<file path="src/rtl/range_sum_ctrl.sv">
// Sequential front-end for the combinational nibble range-summer.
// Serial array load, range query handshake, one-cycle evaluate, held result.
module range_sum_ctrl #(
    parameter int DATA_W = 4,
    parameter int DEPTH  = 8
) (
    input  logic                      clk,
    input  logic                      rst_n,
    input  logic                      ld_valid,
    output logic                      ld_ready,
    input  logic [DATA_W-1:0]         ld_data,
    input  logic                      ld_clear,
    input  logic                      q_valid,
    output logic                      q_ready,
    input  logic [$clog2(DEPTH)-1:0]  q_a,
    input  logic [$clog2(DEPTH)-1:0]  q_b,
    output logic [DATA_W*DEPTH-1:0]   Iin,
    output logic [$clog2(DEPTH)-1:0]  M,
    output logic [$clog2(DEPTH)-1:0]  m,
    input  logic [7:0]                sum_in,
    output logic                      res_valid,
    input  logic                      res_ready,
    output logic [7:0]                res_sum,
    output logic [$clog2(DEPTH):0]    res_cnt
);

    localparam int IW = $clog2(DEPTH);
    localparam int CW = IW + 1;

    typedef enum logic [1:0] {
        S_LOAD,
        S_ARMED,
        S_EVAL,
        S_RESP
    } state_t;

    state_t              state_q;
    logic [IW-1:0]       wptr_q;
    logic [DATA_W-1:0]   arr_q [DEPTH];
    logic [IW-1:0]       M_q;
    logic [IW-1:0]       m_q;
    logic [7:0]          sum_q;
    logic [CW-1:0]       cnt_q;

    logic [IW-1:0]       diff_d;
    logic [CW-1:0]       cnt_d;
    logic                ld_fire;
    logic                q_fire;

    assign ld_ready  = (state_q == S_LOAD);
    assign q_ready   = (state_q == S_ARMED);
    assign res_valid = (state_q == S_RESP);

    assign ld_fire = ld_valid & ld_ready;
    assign q_fire  = q_valid & q_ready;

    always_comb begin
        diff_d = '0;
        if (q_a >= q_b) diff_d = q_a - q_b;
        else            diff_d = q_b - q_a;
        cnt_d = {1'b0, diff_d} + CW'(1);
    end

    always_comb begin
        Iin = '0;
        for (int k = 0; k < DEPTH; k++) begin
            Iin[k*DATA_W +: DATA_W] = arr_q[k];
        end
    end

    assign M       = M_q;
    assign m       = m_q;
    assign res_sum = sum_q;
    assign res_cnt = cnt_q;

    // ld_clear overrides every state and swallows any same-cycle handshake.
    always_ff @(posedge clk or negedge rst_n) begin
        if (!rst_n) begin
            state_q <= S_LOAD;
            wptr_q  <= '0;
            M_q     <= '0;
            m_q     <= '0;
            sum_q   <= '0;
            cnt_q   <= '0;
            for (int k = 0; k < DEPTH; k++) begin
                arr_q[k] <= '0;
            end
        end else if (ld_clear) begin
            state_q <= S_LOAD;
            wptr_q  <= '0;
        end else begin
            unique case (state_q)
                S_LOAD: begin
                    if (ld_fire) begin
                        arr_q[wptr_q] <= ld_data;
                        wptr_q        <= wptr_q + IW'(1);
                        if (wptr_q == IW'(DEPTH - 1)) begin
                            state_q <= S_ARMED;
                        end
                    end
                end
                S_ARMED: begin
                    if (q_fire) begin
                        M_q     <= q_a;
                        m_q     <= q_b;
                        cnt_q   <= cnt_d;
                        state_q <= S_EVAL;
                    end
                end
                S_EVAL: begin
                    sum_q   <= sum_in;
                    state_q <= S_RESP;
                end
                S_RESP: begin
                    if (res_ready) begin
                        state_q <= S_ARMED;
                    end
                end
                default: state_q <= S_LOAD;
            endcase
        end
    end

endmodule

</file>
<file path="config.mk">
export PLATFORM = sky130hd
export DESIGN_NAME = range_sum_ctrl
export DESIGN_NICKNAME = d
export VERILOG_FILES = /design/src/rtl/range_sum_ctrl.sv
export SDC_FILE = /design/constraint.sdc
export NUM_CORES = 1
export LEC_CHECK = 0
export CORE_MARGIN = 2
export CORE_UTILIZATION = 35
export CTS_CLUSTER_DIAMETER = 80
export DETAILED_ROUTE_END_ITERATION = 12
export MAX_ROUTING_LAYER = met4
export PLACE_DENSITY = 0.61
export SLEW_MARGIN = 20
export SYNTH_ARGS = -nofsm -noshare
export SYNTH_HDL_FRONTEND = slang
export SYNTH_SLANG_ARGS = --single-unit
export TNS_END_PERCENT = 5
</file>
<file path="constraint.sdc">
create_clock -name clk -period 2.64 [get_ports clk]
set_clock_uncertainty 0.05 [all_clocks]
set_input_delay 0.528 -clock clk [delete_from_list [all_inputs] [get_ports clk]]
set_output_delay 0.528 -clock clk [all_outputs]
set_load 0.05 [all_outputs]
</file>
==> results.yml <==
drt:
  routed_wl_um: 4980
  postRouteAntennaNets: 0
  dr.pass1.iters: 4
  drtIter0Drc: 44
  wire_per_inst_um: 13.1
  vias: 1753
  vias_per_cell: 4.60
  drc_errors: 0
timing:
  tightest_slew_ns: 0.695
  tns_ns: 0
  finalHoldViolations: 0
  timing.final.crit_period_ns: 2.44
  timing.final.ws_setup_ns: 0.202
  finalCritPeriodShare: 0.924
  drv_slew: 0
  maxSlewHeadroom: 0.537
  rsz0062_at_grt: "no"
  max_freq_mhz: 410
  setup_violations: 0
clock_tree:
  holdBufCountCts: 0
  numClockSinks: 55
  cts_max_level: 2
  ctsResizeCount: 0
  post-cts-setup-buffers: 0
  numCtsBuffers: 5
  clkLatencyLatePin_ns: 0.30
  cts_tree: "built"
  ctsRootBufferMaster: "clkbuf_8"
  clk_pin_slew_ns: 0.10
  clock_path_buffers: 2
critical_path:
  start_kind: "flip-flop"
  reg2reg_slack_ns: 0.64
  cpLargestDelayFamily: "buffers and inverters"
  end_kind: "output port"
  critPathKind: "reg2out"
  path_buf_inv: 2
  crit_slowest_cell: "clkdlybuf4s50_1"
  r2r_cells: 7
  cp.depth: 3
  cp_data_required_time_ns: 2.06
  slowest_delay_ns: 0.83
  crit_chain: "inv_1 > ha_1 > clkdlybuf4s50_1"
  path_max_fanout: 4
  crit_arrival_ns: 1.86
die:
  die_x_um: 89.3
  rows: 31
  die_h_um: 89.3
  io_pins: 77
  dieArea_mm2: 0.00797
  initial_core_util: 0.356
  core_mm2: 0.00714
final_layout:
  drive_gt1_frac: 0.273
  final_core_util: 0.508
  num_antenna_cells: 0
  nNetsFinal: 320
  fill_cells: 688
  synthToLayoutAreaGrowth_pct: 42.5
  most-common-layout-cells: "clkdlybuf4s50_1, dfrtp_1, mux2_2"
  final_common_cell: "clkdlybuf4s50_1"
run_status:
  status: "complete, no violations"
logic_synthesis:
  ys.flop_type: "dfrtp_1"
  synthArstFlopShare: 1.00
  synth.area.top_cells: "dfrtp_1, mux2_2, ha_1"
  postSynthAreaPerCell_um2: 13.5
  ys_types: 34
  synth_warnings: 0
  yosys_register_bits: 55
  synth_top_area_cell: "dfrtp_1"
  synthCells: 188
  synth_nets: 227
  ys_seq_area_frac: 0.541
  netlist_area_mm2: 0.00254
  synth.top_cell.area_share: 0.541
  synth_edf_count: 0
placed_design:
  port_buffers: 76
  globalplace.congestion: 0.778
  pre_cts_ws_ns: -0.125
  place_hpwl_um: 3860
min_path:
  min_path_type: "in2async"
global_route:
  grt_usage: 0.139
  grt_antenna_before_repair: 0
  grt_pass1_wl_um: 8230
  grt.overflow.total: 0
  grt_max_degree: 56
  grt_pass1_vias: 1693
pwr:
  cellLeakagePower_nw: 1.65
  power_w: 0.00385
  cellPowerDensity_mw_per_mm2: 1060
  vdd_drop_max_mv: 0.436
job:
  drv_cap: 0
sequential cells by signal, summed over array words and instances, names as in the netlist:
signal	cells
Iin	32
res_sum	8
res_cnt	4
M	3
m	3
wptr_q	3
state_q	2
report_power, final:
group	internal (W)	switching (W)	leakage (nW)	total, W
sequential	0.00111	0.000157	0.725	0.00126
combinational	0.000725	0.00128	0.859	0.00200
clock	0.000312	0.000277	0.0618	0.000589
total	0.00214	0.00171	1.65	0.00385
cell type report:
| class | count | area [µm²] | area share |
|---|---|---|---|
| multi-input combinational | 116 | 1100 | 0.304 |
| clock buffer | 6 | 82.6 | 0.0228 |
| inverter | 14 | 52.6 | 0.0145 |
| timing repair buffer | 89 | 851 | 0.235 |
| tap | 99 | 124 | 0.0342 |
| clock inverter | 2 | 38.8 | 0.0107 |
| sequential | 55 | 1380 | 0.380 |
kinds of logic after synthesis:
kind of cell / share of synthesized area
flip-flops: 0.541
multiplexers: 0.194
AND/OR/NAND/NOR: 0.101
AO/OA/AOI/OAI: 0.0507
buffers and inverters: 0.0261
adder cells (fa/ha/maj): 0.0797
XOR/XNOR: 0.00689
path summary, 6_finish.rpt:
kind,from,end
worst max-delay path,state_q[1],q_ready
worst min-delay path,rst_n,Iin[0]
worst max register to register,state_q[1],Iin[21]
worst min register to register,res_cnt[0],res_cnt[0]
max in group asynchronous,rst_n,M[0]
min in group clk,res_cnt[0],res_cnt[0]
routing by layer:
| metal | wire length, µm | global-route usage | vias to the layer above |
|---|---|---|---|
| met5 | 0 | - | - |
| met2 | 2450 | 0.219 | 53 |
| met4 | 46 | 0.0366 | 0 |
| met3 | 318 | 0.0416 | 4 |
| li1 | - | - | 835 |
| met1 | 2170 | 0.176 | 861 |
cell usage after synthesis (2+ instances only):
master    count
dfrtp_1      55
nor2b_1       3
ha_1         13
xor2_1        2
nand2_4       2
mux2_2       43
nor2_1        4
nand3b_1      4
fa_1          2
o21ai_0       6
nand2_1      12
buf_2         2
a21oi_1       3
inv_1        14
nand3_1       3
nor3b_4       2
per-stage QoR:
stage / std cells / hold slack [ns] / cell area [µm²]
after global routing: 381 / 0.340 / 3630
after global placement: 373 / 0.416 / 3500
final: 381 / 0.279 / 3630
after CTS: 381 / 0.318 / 3630
after detailed placement: 373 / 0.425 / 3500
after floorplan: 188 / 0.182 / 2540
worst register-to-register path, delay by kind of cell (launching register included):
| kind | cells | cell delay, ns |
|---|---|---|
| fa+ha+maj | 1 | 0.30 |
| simple gates | 4 | 0.65 |
| flops | 1 | 0.42 |
| buf+inv | 1 | 0.11 |
| mux | 1 | 0.37 |
No activity file was read; power rests on OpenSTA's default activity.
